==> src/rtl/vga_rx_decoder_if.sv <==
// Sampled VGA stream into the receive decoder plus the recovered pixel and status outputs.
interface vga_rx_decoder_if;
    logic        pix_en;
    logic        hs;
    logic        vs;
    logic [7:0]  r_in;
    logic [7:0]  g_in;
    logic [7:0]  b_in;
    logic        px_valid;
    logic [11:0] px_x;
    logic [11:0] px_y;
    logic [23:0] px_rgb;
    logic        locked;
    logic        frame_done;
    logic [23:0] frame_sum;
    logic [7:0]  err_cnt;

    modport master (
        output pix_en, hs, vs, r_in, g_in, b_in,
        input  px_valid, px_x, px_y, px_rgb, locked, frame_done, frame_sum, err_cnt
    );

    modport slave (
        input  pix_en, hs, vs, r_in, g_in, b_in,
        output px_valid, px_x, px_y, px_rgb, locked, frame_done, frame_sum, err_cnt
    );
endinterface

==> src/rtl/vga_rx_decoder.sv <==
// VGA receive decoder: locks to HS/VS timing, recovers pixel x/y, sums RGB per locked frame.
// Outputs land 1 clock after the sampling pix_en edge; no backpressure, the input stream is free-running.
module vga_rx_decoder #(
    parameter int H_TOTAL     = 800,
    parameter int V_TOTAL     = 525,
    parameter int H_ACT_START = 145,
    parameter int H_ACT_END   = 784,
    parameter int V_ACT_START = 35,
    parameter int V_ACT_END   = 516,
    parameter int H_ORIGIN    = 144,
    parameter int V_ORIGIN    = 35,
    parameter int LOCK_FRAMES = 2
) (
    input  logic            CLOCK_50,
    input  logic            reset,
    vga_rx_decoder_if.slave vif
);
    localparam logic [11:0] H_LAST   = 12'(H_TOTAL - 1);
    localparam logic [11:0] H_LIMIT  = 12'(H_TOTAL);
    localparam logic [11:0] V_LAST   = 12'(V_TOTAL - 1);
    localparam logic [11:0] H_ACT_LO = 12'(H_ACT_START);
    localparam logic [11:0] H_ACT_HI = 12'(H_ACT_END);
    localparam logic [11:0] V_ACT_LO = 12'(V_ACT_START);
    localparam logic [11:0] V_ACT_HI = 12'(V_ACT_END);
    localparam logic [11:0] H_ORG    = 12'(H_ORIGIN);
    localparam logic [11:0] V_ORG    = 12'(V_ORIGIN);
    localparam int          GW       = $clog2(LOCK_FRAMES + 1);
    localparam logic [GW-1:0] GOOD_LAST = GW'(LOCK_FRAMES - 1);

    typedef enum logic [1:0] {SEARCH, MEASURE, LOCKED} state_t;

    state_t        state;
    logic          prev_hs;
    logic          prev_vs;
    logic [11:0]   hcnt;
    logic [11:0]   vcnt;
    logic [GW-1:0] good;
    logic [23:0]   acc;

    logic        hs_fall;
    logic        vs_fall;
    logic        line_err;
    logic        frame_err;
    logic        timing_err;
    logic        active;
    logic        take_px;
    logic [23:0] px_sum;

    assign hs_fall    = prev_hs & ~vif.hs;
    assign vs_fall    = prev_vs & ~vif.vs;
    // A line either ends exactly on the last tick or has run past it without a sync edge.
    assign line_err   = hs_fall ? (hcnt != H_LAST) : (hcnt >= H_LIMIT);
    assign frame_err  = vs_fall && (vcnt != V_LAST);
    assign timing_err = (state != SEARCH) && (line_err || frame_err);
    assign active     = (hcnt >= H_ACT_LO) && (hcnt < H_ACT_HI) &&
                        (vcnt >= V_ACT_LO) && (vcnt < V_ACT_HI);
    assign take_px    = (state == LOCKED) && active;
    assign px_sum     = {16'd0, vif.r_in} + {16'd0, vif.g_in} + {16'd0, vif.b_in};

    always_ff @(posedge CLOCK_50) begin
        if (reset) begin
            state          <= SEARCH;
            prev_hs        <= 1'b1;
            prev_vs        <= 1'b1;
            hcnt           <= 12'd0;
            vcnt           <= 12'd0;
            good           <= '0;
            acc            <= 24'd0;
            vif.px_valid   <= 1'b0;
            vif.px_x       <= 12'd0;
            vif.px_y       <= 12'd0;
            vif.px_rgb     <= 24'd0;
            vif.locked     <= 1'b0;
            vif.frame_done <= 1'b0;
            vif.frame_sum  <= 24'd0;
            vif.err_cnt    <= 8'd0;
        end else begin
            vif.px_valid   <= 1'b0;
            vif.frame_done <= 1'b0;
            if (vif.pix_en) begin
                prev_hs <= vif.hs;
                prev_vs <= vif.vs;
                if (hs_fall) begin
                    hcnt <= 12'd0;
                    vcnt <= vcnt + 12'd1;
                end else begin
                    hcnt <= hcnt + 12'd1;
                end
                if (vs_fall) begin
                    vcnt <= 12'd0;
                end

                if (take_px) begin
                    vif.px_valid <= 1'b1;
                    vif.px_x     <= hcnt - H_ORG;
                    vif.px_y     <= vcnt - V_ORG;
                    vif.px_rgb   <= {vif.r_in, vif.g_in, vif.b_in};
                    acc          <= acc + px_sum;
                end

                // An error outranks a clean-looking vs_fall on the same tick.
                if (timing_err) begin
                    state      <= SEARCH;
                    vif.locked <= 1'b0;
                    acc        <= 24'd0;
                    good       <= '0;
                    if (vif.err_cnt != 8'hFF) begin
                        vif.err_cnt <= vif.err_cnt + 8'd1;
                    end
                end else begin
                    case (state)
                        SEARCH: begin
                            if (vs_fall) begin
                                state <= MEASURE;
                                good  <= '0;
                            end
                        end
                        MEASURE: begin
                            if (vs_fall) begin
                                if (good == GOOD_LAST) begin
                                    state      <= LOCKED;
                                    vif.locked <= 1'b1;
                                    acc        <= 24'd0;
                                end else begin
                                    good <= good + 1'b1;
                                end
                            end
                        end
                        LOCKED: begin
                            if (vs_fall) begin
                                vif.frame_done <= 1'b1;
                                vif.frame_sum  <= acc;
                                acc            <= 24'd0;
                            end
                        end
                        default: state <= SEARCH;
                    endcase
                end
            end
        end
    end
endmodule

==> src/flat_wrapper.sv <==
// flat-port wrapper written by rule: the top's interface ports become plain ports
module vga_rx_decoder_flat 
#(
    parameter int H_TOTAL     = 800,
    parameter int V_TOTAL     = 525,
    parameter int H_ACT_START = 145,
    parameter int H_ACT_END   = 784,
    parameter int V_ACT_START = 35,
    parameter int V_ACT_END   = 516,
    parameter int H_ORIGIN    = 144,
    parameter int V_ORIGIN    = 35,
    parameter int LOCK_FRAMES = 2
)
  (CLOCK_50, reset, vif_pix_en, vif_hs, vif_vs, vif_r_in, vif_g_in, vif_b_in, vif_px_valid, vif_px_x, vif_px_y, vif_px_rgb, vif_locked, vif_frame_done, vif_frame_sum, vif_err_cnt);
  vga_rx_decoder_if vif_i ();
  input  logic CLOCK_50;
  input  logic reset;
  input wire logic [$bits(vif_i.pix_en)-1:0] vif_pix_en;
  input wire logic [$bits(vif_i.hs)-1:0] vif_hs;
  input wire logic [$bits(vif_i.vs)-1:0] vif_vs;
  input wire logic [$bits(vif_i.r_in)-1:0] vif_r_in;
  input wire logic [$bits(vif_i.g_in)-1:0] vif_g_in;
  input wire logic [$bits(vif_i.b_in)-1:0] vif_b_in;
  output wire logic [$bits(vif_i.px_valid)-1:0] vif_px_valid;
  output wire logic [$bits(vif_i.px_x)-1:0] vif_px_x;
  output wire logic [$bits(vif_i.px_y)-1:0] vif_px_y;
  output wire logic [$bits(vif_i.px_rgb)-1:0] vif_px_rgb;
  output wire logic [$bits(vif_i.locked)-1:0] vif_locked;
  output wire logic [$bits(vif_i.frame_done)-1:0] vif_frame_done;
  output wire logic [$bits(vif_i.frame_sum)-1:0] vif_frame_sum;
  output wire logic [$bits(vif_i.err_cnt)-1:0] vif_err_cnt;
  assign vif_i.pix_en = vif_pix_en;
  assign vif_i.hs = vif_hs;
  assign vif_i.vs = vif_vs;
  assign vif_i.r_in = vif_r_in;
  assign vif_i.g_in = vif_g_in;
  assign vif_i.b_in = vif_b_in;
  assign vif_px_valid = vif_i.px_valid;
  assign vif_px_x = vif_i.px_x;
  assign vif_px_y = vif_i.px_y;
  assign vif_px_rgb = vif_i.px_rgb;
  assign vif_locked = vif_i.locked;
  assign vif_frame_done = vif_i.frame_done;
  assign vif_frame_sum = vif_i.frame_sum;
  assign vif_err_cnt = vif_i.err_cnt;
  vga_rx_decoder #(.H_TOTAL(H_TOTAL), .V_TOTAL(V_TOTAL), .H_ACT_START(H_ACT_START), .H_ACT_END(H_ACT_END), .V_ACT_START(V_ACT_START), .V_ACT_END(V_ACT_END), .H_ORIGIN(H_ORIGIN), .V_ORIGIN(V_ORIGIN), .LOCK_FRAMES(LOCK_FRAMES)) u_core (.CLOCK_50(CLOCK_50), .reset(reset), .vif(vif_i));
endmodule
==> config.mk <==
export PLATFORM = sky130hd
export DESIGN_NAME = vga_rx_decoder_flat
export DESIGN_NICKNAME = d
export VERILOG_FILES = /design/src/rtl/vga_rx_decoder_if.sv /design/src/rtl/vga_rx_decoder.sv /design/src/flat_wrapper.sv
export SDC_FILE = /design/constraint.sdc
export NUM_CORES = 1
export LEC_CHECK = 0
export BUFFER_PORTS_ARGS = -buffer_cell sky130_fd_sc_hd__buf_2
export CAP_MARGIN = 20
export CORE_MARGIN = 4
export CORE_UTILIZATION = 50
export CTS_CLUSTER_SIZE = 20
export DETAILED_ROUTE_END_ITERATION = 6
export PLACE_DENSITY = 0.72
export SLEW_MARGIN = 25
export SYNTH_ARGS = -nofsm -noshare
export SYNTH_HDL_FRONTEND = slang
export SYNTH_SLANG_ARGS = --single-unit
==> constraint.sdc <==
create_clock -name CLOCK_50 -period 4 [get_ports CLOCK_50]
set_input_delay 0.2 -clock CLOCK_50 [delete_from_list [all_inputs] [get_ports CLOCK_50]]
set_output_delay 0.2 -clock CLOCK_50 [all_outputs]
set_load 0.03 [all_outputs]
==> run metrics, run 1 <==
Place WS -0.04098 ns; critical path endpoint category register; initial antenna violation count 0; layout cell share with drive strength beyond 1 18.72%; Fillers 1227; setup violators final 0; Warnings, synthesis 0; die area 15900 um^2; Max Cap Viol 0; CP Data Required Time 4.34 ns; FMAX 0.2773 GHz; Tmin final 3.606 ns; IO Pins 112; Gate power share 10.8%; Clock power frac 51.0%; All-Layer GR Usage 20.45%; Synth top area share 39.33%; Reg2Reg Setup Slack 0.57 ns; area grow syn2layout 18.73%; RR Endpoint u_core.vif.px_rgb[11]; sequential area share after synthesis 39.33%; H-tree level count 4; DP HPWL 11550 um; CTS tree done; clk_skew 0.01080 ns; via count 5897; Final Max Tran Viols 0; post-route setup slack 0.3937 ns; number of global-route vias before repair 5673; post-CTS resize count 0; Final Cycle Share 90.16%; number of I/O port buffers 111; Clock Path Buffers 2; Setup CP Type in -> reg; GPL Wtd Cong 0.8738; largest area contributor in the netlist dfxtp_1; Synth Area per Inst 8.372 um^2; antenna viol nets, final 0; CTS clk-pin slew, worst paths 0.06 ns; Min-Delay Endpoint u_core.prev_vs; Chip Width 126.1 um; clock root cell clkbuf_16; Async S/R FF share, synth 0%; cells after synthesis 833; pin count of the biggest net entering global routing 70; first-pass GRT wire length 27120 um; Post-synth EDFFs 0; Die Height 126.1 um; maximum vdd drop 291.2 uV; # Post-CTS Setup Buffers 0; final hold violation count 0; Tot Pwr 3.619 mW; DRC violations left 0; Syn Nets 905; Synth top cells by count nand2_1 (147), dfxtp_1 (137), a21oi_1 (83); CTS sink cnt 137; worst hold start vif_vs; # rows 42; Switching Fraction 22.84%; Reg area 2743 um^2; Wirelength per Cell 14.36 um; synth top area cells dfxtp_1 (39%), nand2_1 (7.9%), a21oi_1 (6.0%); core area 13450 um^2; worst hold-check path type in -> reg; Initial Util 51.84%; RSZ-0062 raised after global routing false; Pint 2.792 mW; #FFs+latches synth 137; antenna fix cells 0; crit path DAT 3.94 ns; Synth Flop Type dfxtp_1; final net count 999; area of the multi-input gates 3761 um^2; DR iter-0 viols 366; total CTS buffers 17; first-pass iteration count of the detailed router 5; switching power 0.8264 mW; worst-path fanout max 5; status finished, final reports clean; detailed-route wire length 16030 um; R2R depth 10; sequential share of power 38.1%; startpoint types input port; Distinct cells, synth 67; latest clock arrival within the worst-skew pair 0.42 ns; most common cell in the netlist nand2_1; post-synthesis cell area 6974 um^2; Congestion Overflow GR 0; via/cell ratio 5.284; Hold Path Depth 2; Worst-Margin Slew 0.9730 ns; relative slew slack 35.13%; R2R Path Start u_core.vcnt[0]; P per Cell Area 437.0 nW/um^2; leakage power 3.581 nW
==> worst max-delay path by stage <==
stage | from | to | slack (ns) | cells past startpoint
global placement | vif_g_in[0] | u_core.acc[18] | 0.12 | 20
finish | vif_g_in[0] | u_core.acc[18] | 0.39 | 20
floorplan | vif_g_in[0] | u_core.acc[18] | 0.28 | 19
detailed placement | vif_g_in[0] | u_core.acc[18] | -0.04 | 20
global route | vif_g_in[0] | u_core.acc[18] | 0.10 | 20
CTS | vif_g_in[0] | u_core.acc[18] | 0.41 | 20
==> power by group through the flow <==
stage	Clock (mW)	Combinational, mW	Sequential, mW
floorplan	0	0.299	1.41
global placement	0	0.382	1.41
detailed placement	0	0.386	1.41
CTS	1.87	0.389	1.38
global route	1.95	0.441	1.38
finish	1.85	0.392	1.38
==> through the flow <==
stage / cells / utilization [%] / instance area (um^2) / setup TNS [ns] / hold slack [ns]
floorplan: 833 / - / 6974 / 0 / 0.3224
global placement: 1083 / 56.28 / 7571 / 0 / 0.4339
detailed placement: 1083 / 56.28 / 7571 / -0.04098 / 0.4332
CTS: 1116 / 61.55 / 8280 / 0 / 0.003974
global route: 1116 / 61.55 / 8280 / 0 / 0.02635
finish: 1116 / 61.55 / 8280 / 0 / 0.02294
==> placed cells by master (no fill, tap or decap), types with 4 or more instances in the layout <==
| master | count |
|---|---|
| nand2_1 | 147 |
| dfxtp_1 | 137 |
| buf_2 | 110 |
| a21oi_1 | 83 |
| nor2_1 | 74 |
| inv_1 | 53 |
| ha_1 | 33 |
| xor2_1 | 28 |
| xnor2_1 | 24 |
| o21ai_0 | 22 |
| clkbuf_16 | 17 |
| nand4_1 | 16 |
| nand3_1 | 13 |
| buf_4 | 13 |
| a21o_1 | 12 |
| and3_1 | 12 |
| nor3_1 | 11 |
| fa_1 | 10 |
| a211oi_1 | 9 |
| nor2b_1 | 7 |
| bufinv_16 | 7 |
| a211o_1 | 6 |
| nand2b_1 | 6 |
| a22o_1 | 6 |
| a41oi_1 | 5 |
| o31ai_1 | 5 |
| mux2i_1 | 4 |
| a211oi_2 | 4 |
| clkinv_2 | 4 |
==> registers in the layout (all words and copies together), names as in the netlist, 2 cells and up <==
| register | cells |
|---|---|
| u_core.vif.px_rgb | 24 |
| u_core.vif.frame_sum | 24 |
| u_core.acc | 24 |
| u_core.vif.px_x | 12 |
| u_core.vif.px_y | 12 |
| u_core.vcnt | 12 |
| u_core.vif.err_cnt | 8 |
| u_core.hcnt | 12 |
| u_core.good | 2 |
| u_core.state | 2 |
==> critical path, cell delays in order <==
cell,delay (ns)
buf_2,0.09
ha_1,0.17
inv_1,0.06
fa_1,0.40
inv_1,0.07
a21oi_1,0.05
o21ai_0,0.25
a21o_1,0.16
a21o_1,0.13
xnor2_1,0.08
fa_1,0.48
inv_1,0.04
ha_1,0.33
nor3_1,0.07
nor2_1,0.18
a41oi_1,0.20
a211oi_4,0.22
nand4_1,0.14
or4_1,0.45
a21oi_1,0.17
==> what timing repair did <==
item / in CTS / in global routing
endpoints found under the setup margin: 0 / 0
hold buffers: 1 / 0
endpoints found under the hold margin: 1 / 0
==> routing by layer <==
metal	vias up	GRT usage, %	wire length (um)
met5	-	0	0
met4	0	7.319	235
met3	17	4.488	735
met2	122	32.80	7368
met1	2754	27.21	7692
li1	3004	-	-
==> layout make-up <==
cell class / instances / area share, %
Clock inverter: 13 / 2.977
Multi-Input combinational cell: 594 / 45.42
Inverter: 53 / 2.403
Clock buffer: 19 / 5.470
Tap cell: 176 / 2.659
Sequential cell: 137 / 33.12
Timing Repair Buffer: 124 / 7.948
==> cell families after synthesis <==
kind of cell | after synthesis | synth area share [%]
AO/OA/AOI/OAI | 179 | 17.06
adder cells (fa/ha/maj) | 43 | 8.791
flip-flops | 137 | 39.33
multiplexers | 4 | 0.5741
AND/OR/NAND/NOR | 316 | 20.95
XOR/XNOR | 52 | 6.530
buffers and inverters | 102 | 6.764
Power figures use the tool's default switching activity.
==> inputs of run 2 (changes only) <==
Settings changed: PLACE_DENSITY 0.72 to 0.69.
Clock period 4 ns to 3.6 ns, I/O delays scaled along.
==> run metrics, run 2 (synthesis gave the netlist of run 1 again) <==
Reg2Reg Setup Slack 0.31 ns (was 0.57 ns); setup violators final 0 (unchanged); Max Cap Viol 0 (unchanged); Worst-Margin Slew 0.7227 ns (was 0.9730 ns); layout cell share with drive strength beyond 1 20.44% (was 18.72%); CP endpoint u_core.acc[21] (was u_core.acc[18]); Congestion Overflow GR 0 (unchanged); R2R Path Start u_core.acc[1] (was u_core.vcnt[0]); CTS sink cnt 137 (unchanged); final hold slack 0.01548 ns (was 0.02294 ns); number of global-route vias before repair 5763 (was 5673); CTS clk-pin slew, worst paths 0.06 ns (about the same); clk_skew 0.007902 ns (was 0.01080 ns); worst-path fanout max 5 (unchanged); P per Cell Area 458.1 nW/um^2 (was 437.0 nW/um^2); Die Height 126.1 um (unchanged); Final TNS setup 0 ns (unchanged); first-pass iteration count of the detailed router 4 (was 5); commonest non-fill, non-tap cell in the layout nand2_1 (unchanged); detailed-route wire length 16050 um (was 16030 um); Fillers 1232 (was 1227); R2R depth 13 (was 10); routing usage on met2 33.55% (was 32.80%); final instance area 8407 um^2 (was 8280 um^2); status finished, final reports clean (unchanged); RSZ-0062 raised after global routing false (unchanged); Chip Width 126.1 um (unchanged); clock root cell clkbuf_16 (unchanged); Place WS -0.2937 ns (was -0.04098 ns); All-Layer GR Usage 20.74% (was 20.45%); leakage power 3.635 nW (was 3.581 nW); final hold violation count 0 (unchanged); Non-Filler Instances 1135 (was 1116); critical path endpoint category register (unchanged); worst hold-check path type in -> reg (unchanged); met3 GRT Util 5.927% (was 4.488%); H-tree level count 4 (unchanged); GPL Wtd Cong 0.8573 (was 0.8738); FMAX 0.2928 GHz; Tot Pwr 3.851 mW (was 3.619 mW); die area 15900 um^2 (unchanged); Tmin final 3.416 ns; most frequent cells in the layout nand2_1 (147), dfxtp_1 (137), buf_2 (110), a21oi_1 (82), nor2_1 (73) (was nand2_1 (147), dfxtp_1 (137), buf_2 (110), a21oi_1 (83), nor2_1 (74)); DP HPWL 11490 um (was 11550 um); area grow syn2layout 20.54% (was 18.73%); Final Max Tran Viols 0 (unchanged); number of I/O port buffers 111 (unchanged); DRC violations left 0 (unchanged); Setup CP Type in -> reg (unchanged); antenna viol nets, final 0 (unchanged); Reg area 2743 um^2 (unchanged); DR iter-0 viols 317 (was 366); Clock Path Buffers 2 (unchanged); antenna fix cells 0 (unchanged); Largest regs u_core.acc: 24 flops, u_core.vif.frame_sum: 24 flops, u_core.vif.px_rgb: 24 flops (unchanged); post-route setup slack 0.1845 ns (was 0.3937 ns); IO Pins 112 (unchanged); startpoint types input port (unchanged); Initial Util 51.84% (unchanged); via/cell ratio 5.255 (was 5.284); Cells after DPL 1095 (was 1083); area of the multi-input gates 3796 um^2 (was 3761 um^2); # rows 42 (unchanged); initial antenna violation count 0 (unchanged); area post-placement 7702 um^2 (was 7571 um^2); Final Cycle Share 94.88%; GRT Max-Usage Layer met2 (unchanged); RR Endpoint u_core.acc[21] (was u_core.vif.px_rgb[11]); M1 GR Usage 27.40% (was 27.21%); core area 13450 um^2 (unchanged); relative slew slack 51.82% (was 35.13%); final net count 1018 (was 999); crit path DAT 3.74 ns (was 3.94 ns); maximum vdd drop 262.5 uV (was 291.2 uV); total CTS buffers 17 (unchanged); CTS tree done (unchanged); crit path launch vif_g_in[0] (unchanged); Layout Utilization 62.49% (was 61.55%); CP Data Required Time 3.93 ns (was 4.34 ns); via count 5964 (was 5897); latest clock arrival within the worst-skew pair 0.42 ns (about the same); Wirelength per Cell 14.14 um (was 14.36 um); pin count of the biggest net entering global routing 65 (was 70); first-pass GRT wire length 27470 um (was 27120 um)
[run 2: changes by cell type in the layout (fill, tap and decap cells not counted), moves of 2 or more]
cell,before,now
buf_4,13,27
bufinv_16,7,3
dlygate4sd3_1,1,5
clkbuf_8,2,4
clkinv_2,4,2
clkinv_4,1,3
[run 2: final cells by class]
cell class	count	share of cell area (%)
Clock buffer	22	5.760
Clock inverter	10	1.682
Inverter	53	2.366
Multi-Input combinational cell	594	45.16
Sequential cell	137	32.62
Tap cell	176	2.619
Timing Repair Buffer	143	9.793
[run 2: how the worst min path moves through the flow]
stage	from	endpoint	slack, ns	cells after the start
after floorplan	vif_hs	u_core.prev_hs	0.30	1
after CTS	vif_r_in[3]	u_core.vif.px_rgb[19]	0.002	3
after detailed placement	vif_hs	u_core.prev_hs	0.41	2
final	vif_r_in[3]	u_core.vif.px_rgb[19]	0.02	3
after global routing	vif_g_in[6]	u_core.vif.px_rgb[14]	0.004	3
after global placement	vif_hs	u_core.prev_hs	0.41	2
[run 2: per-layer routing]
metal	vias up	wire length [um]	share of wire, %
li1	3036	-	-
met1	2793	7578	47
met2	119	7507	47
met3	16	766	4.8
met4	0	196	1.2
met5	-	0	0
[run 2: repair_timing]
action                     4_1_cts  5_1_grt
gates resized for setup          0        2
hold endpoints to repair         5        0
hold buffers                     5        0
buffers inserted                 0        3
setup endpoints to repair        0        8
[run 2: where the power goes]
group,total [mW],switching [mW],internal [mW]
Sequential,1.53,0.00817,1.52
Clock,1.81,0.648,1.16
Combinational,0.507,0.274,0.234
[run 2: worst max-delay path, stage by stage]
cell and delay, ns:
buf_2 0.11, ha_1 0.20, inv_1 0.07, fa_2 0.45, fa_1 0.49, inv_1 0.04, ha_1 0.21, fa_1 0.38
a211o_1 0.29, o211ai_1 0.11, a21oi_1 0.12, o41a_1 0.53, buf_4 0.18, a41oi_1 0.19, o21ai_0 0.09, o31ai_1 0.10
==> inputs of run 3 (changes only) <==
Settings changed: CTS_BUF_LIST from default to sky130_fd_sc_hd__clkbuf_8.
==> run metrics, run 3 (synthesis gave the netlist of run 1 again) <==
status finished, final reports clean (unchanged); antenna fix cells 0 (unchanged); Final TNS setup 0 ns (unchanged); Initial Util 51.84% (unchanged); leakage power 3.624 nW (was 3.635 nW); Worst path max stage delay 0.53 ns (about the same); P per Cell Area 402.8 nW/um^2 (was 458.1 nW/um^2); relative slew slack 52.10% (was 51.82%); clock root cell clkbuf_8 (was clkbuf_16); antenna viol nets, final 0 (unchanged); Reg area 2743 um^2 (unchanged); H-tree level count 4 (unchanged); die area 15900 um^2 (unchanged); via/cell ratio 5.231 (was 5.255); most frequent cells in the layout nand2_1 (147), dfxtp_1 (137), buf_2 (110), a21oi_1 (82), nor2_1 (73) (unchanged); Pint 2.522 mW (was 2.921 mW); DR iter-0 viols 278 (was 317); Gate power share 15.3% (was 13.2%); CTS sink cnt 137 (unchanged); area of the multi-input gates 3809 um^2 (was 3796 um^2); Max Cap Viol 0 (unchanged); met1 WL 7595 um (was 7578 um); first-pass GRT wire length 27810 um (was 27470 um); DP HPWL 11490 um (unchanged); CP Data Required Time 3.96 ns (was 3.93 ns); number of global-route vias before repair 5868 (was 5763); crit-path leading delay family adder cells (unchanged); crit path DAT 3.76 ns (was 3.74 ns); critical path endpoint category register (unchanged); worst hold-check path type in -> reg (unchanged); detailed-route wire length 16200 um (was 16050 um); sequential share of power 45.1% (was 39.8%); layout cell share with drive strength beyond 1 19.96% (was 20.44%); Congestion Overflow GR 0 (unchanged); IO Pins 112 (unchanged); Wirelength per Cell 14.05 um (was 14.14 um); final net count 1036 (was 1018); CTS tree done (unchanged); final instance area 8413 um^2 (was 8407 um^2); final hold violation count 0 (unchanged); via count 6031 (was 5964); GPL Wtd Cong 0.8573 (unchanged); area grow syn2layout 20.63% (was 20.54%); Final Cycle Share 94.22% (was 94.88%); Largest regs u_core.acc: 24 flops, u_core.vif.frame_sum: 24 flops, u_core.vif.px_rgb: 24 flops (unchanged); initial antenna violation count 0 (unchanged); CTS clk-pin slew, worst paths 0.08 ns (was 0.06 ns); # rows 42 (unchanged); first-pass iteration count of the detailed router 4 (unchanged); Chip Width 126.1 um (unchanged); total CTS buffers 17 (unchanged); routed wl met3 791 um (was 766 um); Clock power frac 39.5% (was 47.0%); topmost layer with routed signal wires met4 (unchanged); number of I/O port buffers 111 (unchanged); RSZ-0062 raised after global routing false (unchanged); Worst-Margin Slew 0.7185 ns (was 0.7227 ns); core area 13450 um^2 (unchanged); FMAX 0.2948 GHz (was 0.2928 GHz); WP buf/inv 3 (was 4); Die Height 126.1 um (unchanged); WL met2 7650 um (was 7507 um); setup violators final 0 (unchanged); CP max stage cell dlygate4sd3_1 (was o41a_1); maximum vdd drop 203.3 uV (was 262.5 uV); latest clock arrival within the worst-skew pair 0.44 ns (was 0.42 ns); commonest non-fill, non-tap cell in the layout nand2_1 (unchanged); DRC violations left 0 (unchanged); Switching Fraction 25.58% (was 24.15%); pin count of the biggest net entering global routing 65 (unchanged); Setup CP Type in -> reg (unchanged); most used cell, CP ha_1; Tot Pwr 3.389 mW (was 3.851 mW); Tmin final 3.392 ns (was 3.416 ns); startpoint types input port (unchanged); area post-placement 7702 um^2 (unchanged); crit-path cells dlygate4sd3_1 > buf_2 > ha_1 > xor2_1 > fa_1 > inv_1 > ha_1 > nand3_1 > o2111ai_2 > a41oi_2 > a211oi_4 > nand4_1 > or4_1 > a21oi_1 (was buf_2 > ha_1 > inv_1 > fa_2 > fa_1 > inv_1 > ha_1 > fa_1 > a211o_1 > o211ai_1 > a21oi_1 > o41a_1 > buf_4 > a41oi_1 > o21ai_0 > o31ai_1); Clock Path Buffers 2 (unchanged); worst-path fanout max 4 (was 5); switching power 0.8669 mW (was 0.9299 mW); All-Layer GR Usage 20.84% (was 20.74%); Final Max Tran Viols 0 (unchanged); Fillers 1230 (was 1232); clk_skew 0.01374 ns (was 0.007902 ns)
## run 3: changes by cell type in the layout (fill, tap and decap cells not counted), moves of 2 or more
cell,before,now
dlygate4sd3_1,5,25
clkbuf_8,4,21
buf_4,27,25
clkbuf_16,17,0
## run 3: stage by stage
stage / hold slack (ns) / setup slack [ns] / instances / util [%]
5_1_grt: 0.1386 / 0.03477 / 1153 / 62.54
4_1_cts: 0.1128 / 0.1058 / 1152 / 62.34
6_report: 0.1353 / 0.2082 / 1153 / 62.54
2_1_floorplan: 0.3024 / -0.02290 / 833 / -
3_5_place_dp: 0.4128 / -0.2937 / 1095 / 57.25
3_3_place_gp: 0.4137 / -0.1532 / 1095 / 57.25
## run 3: power groups by stage
stage,sequential (mW),combinational [mW],clock (mW)
final,1.53,0.519,1.34
after global routing,1.53,0.589,1.45
after CTS,1.53,0.510,1.38
after detailed placement,1.56,0.487,0
after global placement,1.56,0.483,0
after floorplan,1.57,0.345,0
## run 3: metal layers
| metal | GRT usage, % | vias up |
|---|---|---|
| met5 | 0 | - |
| met4 | 5.994 | 0 |
| met3 | 4.869 | 13 |
| met2 | 33.96 | 122 |
| met1 | 27.72 | 2825 |
| li1 | - | 3071 |
## run 3: final timing paths
path                                    startpoint               endpoint  slack, ns  depth (start not counted)
worst max register to register       u_core.acc[1]         u_core.acc[13]       0.46                         13
worst max-delay path                   vif_g_in[5]         u_core.acc[18]       0.21                         14
worst min-delay path                   vif_r_in[1]  u_core.vif.px_rgb[17]       0.14                          4
worst min register to register  u_core.vif.px_x[8]     u_core.vif.px_x[8]       0.45                          2
## run 3: cell type report
type | instances | share of cell area [%]
clock buffer | 21 | 3.435
multi-input combinational | 594 | 45.27
tap | 176 | 2.617
timing repair buffer | 161 | 11.99
sequential | 137 | 32.60
clock inverter | 11 | 1.725
inverter | 53 | 2.365
## run 3: worst register-to-register path, cell delays in order (launching register included)
cell and delay [ns]:
dfxtp_1 0.38, inv_1 0.08, fa_1 0.50, inv_1 0.04
ha_1 0.21, fa_1 0.38, a211o_1 0.29, o211ai_1 0.11
a21oi_1 0.12, o41a_1 0.44, buf_4 0.19, a31oi_1 0.14
o21ai_0 0.09, o31ai_1 0.09
## run 3: repair_timing
item / CTS / global route
hold endpoints to repair: 25 / 0
gates resized for setup: 0 / 4
buffers inserted: 0 / 1
endpoints found under the setup margin: 0 / 8
hold buffers: 25 / 0
